==> src/rtl/sync_fifo_param_if.sv <==
// sync_fifo_param_if: producer/consumer handshake bundle for sync_fifo_param.
// master drives requests and data; slave (the FIFO) returns data, status and error flags.
interface sync_fifo_param_if #(
   parameter int WIDTH = 8,
   parameter int DEPTH = 16
);
   localparam int AW = $clog2(DEPTH);
   logic             wr_en;
   logic             rd_en;
   logic             err_clr;
   logic [WIDTH-1:0] data_in;
   logic [WIDTH-1:0] data_out;
   logic             empty;
   logic             full;
   logic             almost_empty;
   logic             almost_full;
   logic [AW:0]      count;
   logic             overflow;
   logic             underflow;
   modport master (
      output wr_en, rd_en, err_clr, data_in,
      input  data_out, empty, full, almost_empty, almost_full, count, overflow, underflow
   );
   modport slave (
      input  wr_en, rd_en, err_clr, data_in,
      output data_out, empty, full, almost_empty, almost_full, count, overflow, underflow
   );
endinterface

==> src/rtl/sync_fifo_param.sv <==
// sync_fifo_param: parametrised single-clock FIFO with occupancy count and almost-full/empty thresholds.
// Define SYNC_FIFO_ERR_EN to build sticky overflow/underflow flags (cleared by err_clr or rst).
module sync_fifo_param #(
   parameter int WIDTH     = 8,
   parameter int DEPTH     = 16,
   parameter int AF_THRESH = DEPTH - 2,
   parameter int AE_THRESH = 2
) (
   input logic               clk,
   input logic               rst,
   sync_fifo_param_if.slave  f
);
   localparam int AW = $clog2(DEPTH);
   logic [WIDTH-1:0] mem [DEPTH];
   logic [AW-1:0]    wp, rp;
   logic [AW:0]      cnt;
   logic [WIDTH-1:0] q;
   logic             wa, ra;
   assign f.empty        = cnt == '0;
   assign f.full         = cnt == (AW+1)'(DEPTH);
   assign f.almost_empty = cnt <= (AW+1)'(AE_THRESH);
   assign f.almost_full  = cnt >= (AW+1)'(AF_THRESH);
   assign f.count        = cnt;
   assign f.data_out     = q;
   assign wa = f.wr_en & ~f.full;
   assign ra = f.rd_en & ~f.empty;
   // Storage is never reset; a write coinciding with reset is discarded.
   always_ff @(posedge clk)
      if (wa && !rst) mem[wp] <= f.data_in;
   always_ff @(posedge clk)
      if (rst) begin
         wp  <= '0;
         rp  <= '0;
         cnt <= '0;
         q   <= '0;
      end else begin
         if (wa) wp <= wp + 1'b1;
         if (ra) begin
            q  <= mem[rp];
            rp <= rp + 1'b1;
         end
         cnt <= (wa & ~ra) ? cnt + 1'b1 : (ra & ~wa) ? cnt - 1'b1 : cnt;
      end
`ifdef SYNC_FIFO_ERR_EN
   logic ovf, unf;
   // Set takes priority over a same-cycle clear.
   always_ff @(posedge clk)
      if (rst) begin
         ovf <= 1'b0;
         unf <= 1'b0;
      end else begin
         ovf <= (f.wr_en & f.full) | (ovf & ~f.err_clr);
         unf <= (f.rd_en & f.empty) | (unf & ~f.err_clr);
      end
   assign f.overflow  = ovf;
   assign f.underflow = unf;
`else
   assign f.overflow  = 1'b0;
   assign f.underflow = 1'b0;
`endif
endmodule

==> src/flat_wrapper.sv <==
// flat-port wrapper written by rule: the top's interface ports become plain ports
module sync_fifo_param_flat 
#(
   parameter int WIDTH     = 8,
   parameter int DEPTH     = 16,
   parameter int AF_THRESH = DEPTH - 2,
   parameter int AE_THRESH = 2
)
  (clk, rst, f_wr_en, f_rd_en, f_err_clr, f_data_in, f_data_out, f_empty, f_full, f_almost_empty, f_almost_full, f_count, f_overflow, f_underflow);
  sync_fifo_param_if #(.WIDTH(WIDTH), .DEPTH(DEPTH)) f_i ();
  input logic clk;
  input logic rst;
  input wire logic [$bits(f_i.wr_en)-1:0] f_wr_en;
  input wire logic [$bits(f_i.rd_en)-1:0] f_rd_en;
  input wire logic [$bits(f_i.err_clr)-1:0] f_err_clr;
  input wire logic [$bits(f_i.data_in)-1:0] f_data_in;
  output wire logic [$bits(f_i.data_out)-1:0] f_data_out;
  output wire logic [$bits(f_i.empty)-1:0] f_empty;
  output wire logic [$bits(f_i.full)-1:0] f_full;
  output wire logic [$bits(f_i.almost_empty)-1:0] f_almost_empty;
  output wire logic [$bits(f_i.almost_full)-1:0] f_almost_full;
  output wire logic [$bits(f_i.count)-1:0] f_count;
  output wire logic [$bits(f_i.overflow)-1:0] f_overflow;
  output wire logic [$bits(f_i.underflow)-1:0] f_underflow;
  assign f_i.wr_en = f_wr_en;
  assign f_i.rd_en = f_rd_en;
  assign f_i.err_clr = f_err_clr;
  assign f_i.data_in = f_data_in;
  assign f_data_out = f_i.data_out;
  assign f_empty = f_i.empty;
  assign f_full = f_i.full;
  assign f_almost_empty = f_i.almost_empty;
  assign f_almost_full = f_i.almost_full;
  assign f_count = f_i.count;
  assign f_overflow = f_i.overflow;
  assign f_underflow = f_i.underflow;
  sync_fifo_param #(.WIDTH(WIDTH), .DEPTH(DEPTH), .AF_THRESH(AF_THRESH), .AE_THRESH(AE_THRESH)) u_core (.clk(clk), .rst(rst), .f(f_i));
endmodule
==> config.mk <==
export PLATFORM = sky130hd
export DESIGN_NAME = sync_fifo_param_flat
export DESIGN_NICKNAME = d
export VERILOG_FILES = /design/src/rtl/sync_fifo_param_if.sv /design/src/rtl/sync_fifo_param.sv /design/src/flat_wrapper.sv
export SDC_FILE = /design/constraint.sdc
export NUM_CORES = 1
export LEC_CHECK = 0
export ABC_AREA = 1
export BUFFER_PORTS_ARGS = -buffer_cell sky130_fd_sc_hd__clkbuf_2
export CAP_MARGIN = 20
export CORE_MARGIN = 8
export CORE_UTILIZATION = 55
export CTS_CLUSTER_SIZE = 30
export DETAILED_ROUTE_END_ITERATION = 10
export GPL_ROUTABILITY_DRIVEN = 1
export PLACE_DENSITY = 0.75
export SYNTH_ARGS = -nofsm -noshare
export SYNTH_HDL_FRONTEND = slang
export SYNTH_SLANG_ARGS = --single-unit
==> constraint.sdc <==
create_clock -name clk -period 2.09 [get_ports clk]
set_input_delay 0.3135 -clock clk [delete_from_list [all_inputs] [get_ports clk]]
set_output_delay 0.3135 -clock clk [all_outputs]
set_load 0.02 [all_outputs]
# --- Yosys cells after proc, flatten, opt, wreduce, memory -nomap -nowiden ---
# Memory sizes are Yosys's and may differ from the RTL's. A register that Yosys moved wholly into a read port is not among the register bits.
# Cells that the tools add are included.
op_classes:
  add_sub_neg: 4
  n_lt_le_gt_ge: 2
  eq_ne: 1
  muxes: 4
  n_bitwise: 8
  reduce_logical: 4
ops:
  columns: ["operator", "count"]
  rows:
  - ["two-way mux 5 bit", 2]
  - ["adder 4 x 1 -> 4 bit, second input constant", 2]
  - ["adder 5 x 1 -> 5 bit, second input constant", 1]
  - ["== test 5 bit, second input constant", 1]
  - ["greater-or-equal comparator 5 x 4 -> 1 bit, second input constant", 1]
  - ["less-or-equal comparator 5 x 2 -> 1 bit, second input constant", 1]
  - ["logical NOT 5 bit", 1]
  - ["subtractor 5 x 1 -> 5 bit, second input constant", 1]
  - ["AND 1 bit", 4]
  - ["NOT 1 bit", 4]
  - ["two-way mux 1 bit", 2]
  - ["nonzero test 2 bit", 1]
  - ["logical AND 1 bit", 1]
  - ["logical NOT 1 bit", 1]
totals:
  reg_bits: 13
  mem_bits_rw: 128
  inputBits: 13
  elab_cells: 27
  n_memories: 1
memory_table:
  columns: ["name", "depth", "word_bits", "rd", "rd_clocked_by_memory_dff", "wr", "line", "rtl"]
  rows:
  - ["u_core.mem", 16, 8, 1, 1, 1, "sync_fifo_param.sv:14", "logic [WIDTH-1:0] mem [DEPTH];"]

# --- Depth between registers and ports, before layout ---
# Gate-level depths: netlist of the first run.
depth:
  depth_word: 7
  mapped_depth: 14

# --- Worst setup path before layout of the first run ---
# No wires, ideal clock.
synth_path:
  path_kind: "register -> register"
  from: "reg u_core.cnt[0], in the netlist u_core.f.count[0]"
  to: "reg u_core.cnt[3], in the netlist u_core.f.count[3]"
  t_arrival_ns: 2.008
  required_time_ns: 1.975
  setup_slack_ns: -0.034
  path_stages_with_launch: 13
  synth_period_minus_slack_ns: 2.124
  path_cell_list: "dfxtp_1 > inv_1 > nand4_1 > nand2_2 > inv_2 > ha_1 > inv_1 > ha_1 > nand3_1 > nand3_1 > xor2_1 > o21ai_0 > inv_1"
synth_via:
  elab_chain_cells: 6
synth_rtl:
  columns: ["element", "line", "rtl"]
  rows:
  - ["start, declared", "sync_fifo_param.sv:16", "logic [AW:0] cnt;"]
  - ["start signal, assigned", "sync_fifo_param.sv:42", "cnt <= (wa & ~ra) ? cnt + 1'b1 : (ra & ~wa) ? cnt - 1'b1 : cnt;"]
  - ["== test 5 bit (*)", "sync_fifo_param.sv:20", "assign f.full = cnt == (AW+1)'(DEPTH);"]
  - ["NOT 1 bit (*)", "sync_fifo_param.sv:25", "assign wa = f.wr_en & ~f.full;"]
  - ["AND 1 bit (*)", "sync_fifo_param.sv:25", null]
  - ["net u_core.wa", "sync_fifo_param.sv:18", "logic wa, ra;"]
  - ["NOT 1 bit", "sync_fifo_param.sv:42", null]
  - ["AND 1 bit", "sync_fifo_param.sv:42", null]
  - ["nonzero test 2 bit (no source line)", null, null]
# Mark *: on every way through the listed nets, which the timed path passes. The rest lies on a longest branch. The select of a mux whose other input is x is not followed.
# A chain may end at the register's enable or synchronous reset.

# --- Final worst setup path of the first run ---
layout_path:
  from: "reg u_core.cnt[0], in the netlist u_core.f.count[0]"
  to: "mem u_core.mem[5][5] (enable)"
layout_via:
  elab_chain_cells: 6
layout_rtl:
  columns: ["element", "line", "rtl"]
  rows:
  - ["== test 5 bit", "sync_fifo_param.sv:20", null]
  - ["NOT 1 bit", "sync_fifo_param.sv:25", null]
  - ["AND 1 bit", "sync_fifo_param.sv:25", null]
  - ["logical AND 1 bit", "sync_fifo_param.sv:29", "if (wa && !rst) mem[wp] <= f.data_in;"]
  - ["two-way mux 1 bit", "sync_fifo_param.sv:29", null]
  - ["two-way mux 1 bit (not written as such)", "sync_fifo_param.sv:29", null]
  - ["end, declared", "sync_fifo_param.sv:14", null]
# No other way between the ends.

==> flow_summary.ini, run 1 <==
[power_and_ir_drop]
seqPwrFrac_pct = 39.3
clkPwrFrac_pct = 33.2
pwr-share-comb_pct = 27.5
swShare_pct = 32.3
p_int_w = 0.00599
p_switching_w = 0.00285
powerDensity_nw_per_um2 = 1160
ir_drop_mv = 0.932
leakagePower_nw = 3.32

[cells_and_area]
drive_gt1_share_pct = 14.5
fillers = 934
fin_area_um2 = 7630
nets = 746
fin_util_pct = 64.4
area_growth_syn_to_layout_pct = 15.3
diodes = 0

[setup_path]
cp_max_fo = 8
critPathKind = reg -> reg
crit_arrival_ps = 2110
required_ps = 2220
reg2reg_from = u_core.f.count[0]$_SDFFE_PP0P_
worstSetupStartpointType = register
r2r_slack_ps = 100
endpoint = u_core.mem[5][5]$_DFFE_PP_
end_kind = register
worst-r2r-cell-count = 8
critPathLaunch = u_core.f.count[0]$_SDFFE_PP0P_
r2r-end = u_core.mem[5][5]$_DFFE_PP_

[global_routing]
antenna_found_initial = 0
grt_max_degree = 67
gr-usage-all-layers_pct = 19.6
grt_pass1_wl_um = 23500
grt_pass1_vias = 4614
gr-total-overflow = 0

[route]
drc = 0
drt_iter0_markers = 504
dr.pass1.iters = 6
num_vias = 4634
wl_um = 14900
wl_per_cell_um = 16.9
ant_nets = 0
viasPerCell = 5.25

[sta]
setup_viol_count_final = 0
setup_tns_ps = 0
fin_skew_ps = 4.95
finalCriticalPeriod_ps = 1990
hold_viol_final = 0
max_clock_freq_ghz = 0.503
rsz0062_at_grt = false
maxSlewHeadroom_pct = 61.7
slew_violations = 0
post-route-period-util_pct = 95.1
worst_pin_slew_ps = 571

[die]
die_h_um = 126
start_util_pct = 55.8
rows = 40
pin_count = 32
die_area_um2 = 15800
coreArea_um2 = 11900
die_x_um = 126

[min_path]
hold_class = in -> reg
hold_depth = 3

[logic_synthesis]
syn_avg_cell_area_um2 = 9.84
yosysSeqAreaShare_pct = 64.4
synth_top_area_share_pct = 58.0
synth_cell_types = 30
synth_common_cells = nand2_1, edfxtp_1, inv_1, nand3_1, nor2_1
synth_edf_count = 128
synthCells = 673
async_flop_share_pct = 0
ys_top_cells_by_area = edfxtp_1, nand2_1, nand3_1
netlist_area_um2 = 6620
synth_ff_type = edfxtp_1
ys_ff_latch = 149
yosysMostFrequentCell = nand2_1
yosysWarnings = 0
yosysTopAreaCell = edfxtp_1

[clock_network]
cts_tree = built
clk_latency_ps = 420
clkTransAtPathRegs_ps = 60
cts_setup_buffers = 0
cts_max_path_buffers = 2
cts_inserted_buffers = 17
cts-hold-fix-buffers = 0
clock-sinks = 149
cts-htree-levels = 4
cts_root_buffer = clkbuf_16

[job]
drv_cap = 0

[placement]
hpwl_um = 9220
port_buffers = 28
dpl_cell_area_um2 = 7040
gp_congestion = 0.849

[outcome]
run_status = completed
==> layer usage <==
metal	vias to the layer above	GRT usage [%]	wire, um
met4	0	8.45	282
li1	2284	-	-
met3	20	4.81	828
met1	2208	22.7	6190
met2	122	33.8	7590
met5	-	0	0
==> worst max-delay path: stages (launching register included) <==
cell     delay [ps]
dfxtp_2         350
inv_2            60
nand4_1         140
nand2_2          70
buf_4           160
nor2_1          210
inv_1           140
nor3_1          310
buf_4           250
==> cell type report <==
class | count | area [um^2] | area share, %
Timing Repair Buffer | 60 | 405 | 5.31
Multi-Input combinational cell | 396 | 1830 | 23.9
Clock inverter | 12 | 131 | 1.72
Clock buffer | 20 | 447 | 5.85
Sequential cell | 149 | 4270 | 55.9
Inverter | 99 | 372 | 4.87
Tap cell | 147 | 184 | 2.41
==> sequential cells by signal, indices dropped and copies added, names as in the netlist <==
register           flops
u_core.f.count         5
u_core.f.data_out      8
u_core.mem           128
u_core.rp              4
u_core.wp              4
==> cells in the final DEF (no fill, tap or decap), types with 4 or more instances in the layout <==
cell type and n:
clkinvlp_4 4, dfxtp_1 19, a21oi_1 13, inv_1 90, ha_1 7, clkbuf_16 17, inv_2 7, nor2_1 27
buf_4 30, nand3_1 93, nand2_1 219, clkbuf_2 28, o21ai_0 8, nor3_1 8, edfxtp_1 128
==> through the flow <==
step	hold slack [ps]	setup slack (ps)	cells	total power (W)
4_1_cts	182	8.37	883	0.00884
2_1_floorplan	412	0.888	674	0.00519
5_1_grt	207	13.6	883	0.00929
3_5_place_dp	520	18.5	851	0.00589
6_report	198	103	883	0.00884
3_3_place_gp	507	55.6	851	0.00585
==> worst min path at each step <==
stage | to | slack [ps] | start
after global placement | u_core.wp[3]$_SDFFE_PP0P_ | 510 | u_core.wp[3]$_SDFFE_PP0P_
after CTS | u_core.rp[0]$_SDFFE_PP0P_ | 180 | f_rd_en
after detailed placement | u_core.wp[3]$_SDFFE_PP0P_ | 520 | u_core.wp[3]$_SDFFE_PP0P_
after floorplan | u_core.mem[0][0]$_DFFE_PP_ | 410 | f_data_in[0]
final | u_core.rp[0]$_SDFFE_PP0P_ | 200 | f_rd_en
after global routing | u_core.rp[0]$_SDFFE_PP0P_ | 210 | f_rd_en
==> timing repair <==
action	4_1_cts	5_1_grt
setup endpoints to repair	2	2
resized for setup	1	5
cloned	0	0
==> power by group through the flow <==
| stage | Combinational [W] | Clock, W | Sequential (W) |
|---|---|---|---|
| 6_report | 0.00243 | 0.00294 | 0.00348 |
| 4_1_cts | 0.00239 | 0.00298 | 0.00347 |
| 5_1_grt | 0.00269 | 0.00311 | 0.00349 |
| 2_1_floorplan | 0.00154 | 0 | 0.00365 |
| 3_5_place_dp | 0.00236 | 0 | 0.00353 |
| 3_3_place_gp | 0.00232 | 0 | 0.00352 |
==> cells by family (layout without fill, tap and decap cells) <==
family,after synthesis,in the layout,share of synthesized area (%)
and+or+nand+nor,354,354,22.5
DFF,149,149,64.4
buffers and inverters,129,191,8.35
AOI/OAI and AO/OA,25,25,2.06
adders and majority gates,10,10,2.00
xor gates and xnor gates,5,5,0.661
other,1,2,0.0566
(Power assumes the default switching activity.)
==> inputs of run 2 (changes only) <==
==> constraint.sdc (replaced) <==
create_clock -name clk -period 2.09 [get_ports clk]
set_input_delay 0.418 -clock clk [delete_from_list [all_inputs] [get_ports clk]]
set_output_delay 0.418 -clock clk [all_outputs]
set_load 0.02 [all_outputs]
==> run 2 against run 1 <==
Against the previous run:
- wire length is 0.18% lower
- fmax rose by 0.92%
- global-route usage decreased by 0.12 points
- clock skew rose by 3.9 ps
- die area did not move
- total power fell by 1.7%
- critical path depth grew 5
- register-to-register slack gained 20 ps
- critical path type unchanged
- largest power group unchanged
==> flow_summary.ini, run 2 (synthesized netlist as in run 1, its figures left out) <==
[global_routing]
grt_max_degree = 43
use_met3_pct = 4.56
grt_pass1_vias = 4630
gr-usage-all-layers_pct = 19.4
grt_use_met1_pct = 22.7
use_met2_pct = 33.3
gr-total-overflow = 0
grt_pass1_wl_um = 23500
busiest_layer = met2
antenna_found_initial = 0

[cells_and_area]
final_common_cell = nand2_1
regMostFlops = u_core.mem
drive_gt1_share_pct = 15.4
fin_cells = 888
multiInputGateArea_um2 = 1850
final_cell_mix = nand2_1, edfxtp_1, nand3_1, inv_1, buf_4
fillers = 925
nets = 751
area_growth_syn_to_layout_pct = 15.2
diodes = 0
regArea_um2 = 4270
largest_reg_flops = 128

[sta]
finalCriticalPeriod_ps = 1970
hold_viol_final = 0
rsz0062_at_grt = true
setup_tns_ps = 0
slew_violations = 0
max_clock_freq_ghz = 0.508
setup_viol_count_final = 0
maxSlewHeadroom_pct = 62.7
worst_pin_slew_ps = 556
hold_slack_ps = 338
fin_skew_ps = 8.89
post-route-period-util_pct = 94.2

[min_path]
hold_class = in -> reg

[die]
die_x_um = 126
die_area_um2 = 15800
rows = 40
start_util_pct = 55.8
coreArea_um2 = 11900
pin_count = 32
die_h_um = 126

[setup_path]
critPathKind = reg -> reg
cp_max_fo = 3
crit_chain = nor2_4, nand4_1, nand2_2, inv_2, ha_4, fa_2, inv_2, nand2_2, a21boi_2, o21bai_1, nand2_1, nand2_1, a21oi_2
cp.buffers_inverters = 2
critPathSlowestCell = fa_2
required_ps = 2440
crit_arrival_ps = 2320
worstSetupStartpointType = register
end_kind = register
crit_family = adder cells
r2r_slack_ps = 120
cpPeakStageDelay_ps = 400

[placement]
dp_cells = 853
port_buffers = 28
hpwl_um = 9330
gp_congestion = 0.865

[clock_network]
clkTransAtPathRegs_ps = 60
cts-htree-levels = 4
cts-hold-fix-buffers = 0
clock-sinks = 149
clk_latency_ps = 420
cts_max_path_buffers = 2
cts_tree = built
cts_root_buffer = clkbuf_16
cts_inserted_buffers = 17

[route]
dr.pass1.iters = 6
num_vias = 4656
ant_nets = 0
viasPerCell = 5.24
drt_iter0_markers = 375
wl_um = 14900
drc = 0
wl_per_cell_um = 16.7

[job]
drv_cap = 0

[power_and_ir_drop]
ir_drop_mv = 1.20
leakagePower_nw = 3.32
powerDensity_nw_per_um2 = 1140

[outcome]
run_status = completed
[run 2: routing by layer]
| metal | wire length [um] | vias up | share of wire [%] |
|---|---|---|---|
| li1 | - | 2287 | - |
| met1 | 6090 | 2198 | 41 |
| met2 | 7530 | 142 | 51 |
| met3 | 907 | 29 | 6.1 |
| met4 | 333 | 0 | 2.2 |
| met5 | 0 | - | 0 |
[run 2: report_power, final]
group	internal, W	switching [W]
sequential	0.00338	0.0000976
combinational	0.000894	0.00165
clock	0.00149	0.00117
[run 2: area by class of cell]
| type | count | share of cell area [%] |
|---|---|---|
| inverter | 99 | 4.87 |
| clock inverter | 15 | 1.20 |
| multi-input combinational | 396 | 24.3 |
| timing repair buffer | 65 | 5.64 |
| sequential | 149 | 56.0 |
| clock buffer | 17 | 5.58 |
| tap | 147 | 2.41 |
[run 2: worst paths after layout]
kind	endpoint	depth (start not counted)	start
worst max-delay path	u_core.f.count[4]$_SDFFE_PP0P_	13	u_core.f.count[2]$_SDFFE_PP0P_
worst min-delay path	u_core.rp[1]$_SDFFE_PP0P_	3	f_rd_en
worst min register to register	u_core.f.count[0]$_SDFFE_PP0P_	2	u_core.f.count[0]$_SDFFE_PP0P_
worst max register to register	u_core.f.count[4]$_SDFFE_PP0P_	13	u_core.f.count[2]$_SDFFE_PP0P_
[run 2: repair_timing]
item                       4_1_cts  5_1_grt
pin swaps                        0        8
setup buffers                    0        3
resized for setup                1       15
gates cloned                     0        0
setup endpoints to repair        1       11
[run 2: metrics by stage]
step	utilization, %	total power [W]	area, um^2	worst slack [ps]
2_1_floorplan	-	0.00519	6630	0.888
3_3_place_gp	59.4	0.00585	7040	78.1
3_5_place_dp	59.4	0.00590	7040	-3.48
4_1_cts	63.7	0.00856	7560	36.3
5_1_grt	64.3	0.00911	7620	-20.8
6_report	64.3	0.00868	7620	121
[run 2: worst reg2reg max path: cells and delay by family (launching register included)]
family	cells	cell delay [ps]
AOI/OAI and AO/OA	3	320
adders and majority gates	2	570
buffers and inverters	2	110
DFF	1	330
and+or+nand+nor	6	560
==> inputs of run 3 (changes only) <==
CELL_PAD_IN_SITES_DETAIL_PLACEMENT = 1   (was unset)
CELL_PAD_IN_SITES_GLOBAL_PLACEMENT = 1   (was unset)
CORE_UTILIZATION = 43   (was 55)
PLACE_DENSITY = unset   (was 0.75)
PLACE_DENSITY_LB_ADDON = 0.1   (was unset)
TNS_END_PERCENT = 50   (was unset)
==> run 3 against run 2 <==
Against the previous run:
- global-route usage decreased by 1.2 points
- fmax decreased by 1.7%
- critical endpoint is now f_almost_empty
- sequential power about the same
- core utilization decreased by 13 points
==> flow_summary.ini, run 3 (synthesized netlist as in run 1, its figures left out) <==
[cells_and_area]
diodes = 0
largest_reg_flops = 128
drive_gt1_share_pct = 15.7
fin_cells = 929
final_common_cell = nand2_1
fin_util_pct = 51.3
fillers = 1740
area_growth_syn_to_layout_pct = 17.3
nets = 751
regMostFlops = u_core.mem
final_cell_mix = nand2_1, edfxtp_1, nand3_1, inv_1, buf_4

[outcome]
run_status = completed

[route]
dr.pass1.iters = 6
viasPerCell = 5.06
drt_iter0_markers = 160
wl_um = 17300
wl_per_cell_um = 18.6
ant_nets = 0
num_vias = 4704
drc = 0

[sta]
rsz0062_at_grt = true
fin_skew_ps = 9.18
setup_viol_count_final = 0
worst_pin_slew_ps = 571
maxSlewHeadroom_pct = 61.7
slew_violations = 0
finalCriticalPeriod_ps = 2000
hold_viol_final = 0
max_clock_freq_ghz = 0.499
post-route-period-util_pct = 95.8
hold_slack_ps = 415
setup_slack_ps = 87.9

[global_routing]
antenna_found_initial = 0
gr-usage-all-layers_pct = 18.2
grt_use_met1_pct = 21.7
grt_pass1_wl_um = 26900
gr-total-overflow = 0
use_met3_pct = 2.85
grt_max_degree = 67
use_met2_pct = 31.9
grt_pass1_vias = 4929
busiest_layer = met2

[placement]
hpwl_um = 11400
port_buffers = 28
dp_slack_ps = -54.6
dp_cells = 895
gp_congestion = 0.819

[clock_network]
cts_inserted_buffers = 17
clkTransAtPathRegs_ps = 60
cts_tree = built
clk_latency_ps = 420
cts-htree-levels = 4
clock-sinks = 149
cts_root_buffer = clkbuf_16
cts-hold-fix-buffers = 0
cts_max_path_buffers = 2

[power_and_ir_drop]
pwr-share-comb_pct = 28.4
ir_drop_mv = 0.595
p_switching_w = 0.00304
seqPwrFrac_pct = 37.4
p_int_w = 0.00626
clkPwrFrac_pct = 34.3
leakagePower_nw = 3.36
swShare_pct = 32.7
powerDensity_nw_per_um2 = 1200

[setup_path]
worst-r2r-cell-count = 13
crit_arrival_ps = 1580
critPathLaunch = u_core.f.count[4]$_SDFFE_PP0P_
end_kind = primary output
critPathKind = reg -> out
worstSetupStartpointType = register
reg2reg_from = u_core.f.count[2]$_SDFFE_PP0P_
cp_max_fo = 4
required_ps = 1670

[die]
die_x_um = 140
pin_count = 32
coreArea_um2 = 15100
die_area_um2 = 19600
start_util_pct = 43.7
rows = 45
die_h_um = 140

[min_path]
hold_class = in -> reg
hold_depth = 4
hold_start = f_rd_en

[job]
drv_cap = 0
==> run 3: changes by cell type in the layout (fill, tap and decap cells not counted), moves of 2 or more <==
cell / previous run / this run
clkbuf_1: 0 / 2
clkinv_4: 3 / 1
clkinv_1: 7 / 3
bufinv_16: 0 / 4
==> run 3: per-stage QoR <==
stage	area (um^2)	TNS, ps	power, W
finish	7770	0	0.00930
global placement	7100	0	0.00599
CTS	7730	0	0.00931
floorplan	6630	-2.87	0.00519
detailed placement	7100	-65.7	0.00607
global route	7770	-60.5	0.00976
==> run 3: critical path: stages, from the launching register on <==
cell and delay, ps:
dfxtp_1 340, buf_4 160, a2111oi_0 410, clkbuf_2 250
==> run 3: cell type report <==
cell class                 instances  area [um^2]  share of cell area (%)
clock buffer                      19          433                    5.57
tap                              188          235                    3.03
clock inverter                    13          181                    2.33
multi-input combinational        396         1850                    23.8
sequential                       149         4270                    54.9
inverter                          99          372                    4.78
timing repair buffer              65          430                    5.54
==> run 3: path summary, 6_finish.rpt <==
| kind | endpoint | slack, ps |
|---|---|---|
| max | f_almost_empty | 90 |
| max reg2reg | u_core.f.count[4]$_SDFFE_PP0P_ | 120 |
| min | u_core.rp[0]$_SDFFE_PP0P_ | 420 |
| min reg2reg | u_core.wp[3]$_SDFFE_PP0P_ | 530 |
==> run 3: power by group through the flow <==
stage,combinational (W),clock (W),sequential [W]
after global placement,0.00247,0,0.00352
final,0.00264,0.00318,0.00347
after global routing,0.00293,0.00334,0.00349
after floorplan,0.00154,0,0.00365
after CTS,0.00259,0.00324,0.00347
after detailed placement,0.00254,0,0.00353
==> run 3: what timing repair did <==
action                                  4_1_cts  5_1_grt
resized for setup                             3       11
setup buffers                                 0        2
endpoints found under the setup margin        2        3
hold endpoints to repair                      0        0
pin swaps                                     1        5
==> run 3: metal layers <==
| layer | share of wire, % | up-vias |
|---|---|---|
| met5 | 0 | - |
| met4 | 2.1 | 0 |
| met3 | 2.5 | 22 |
| met2 | 51 | 51 |
| met1 | 44 | 2341 |
| li1 | - | 2290 |
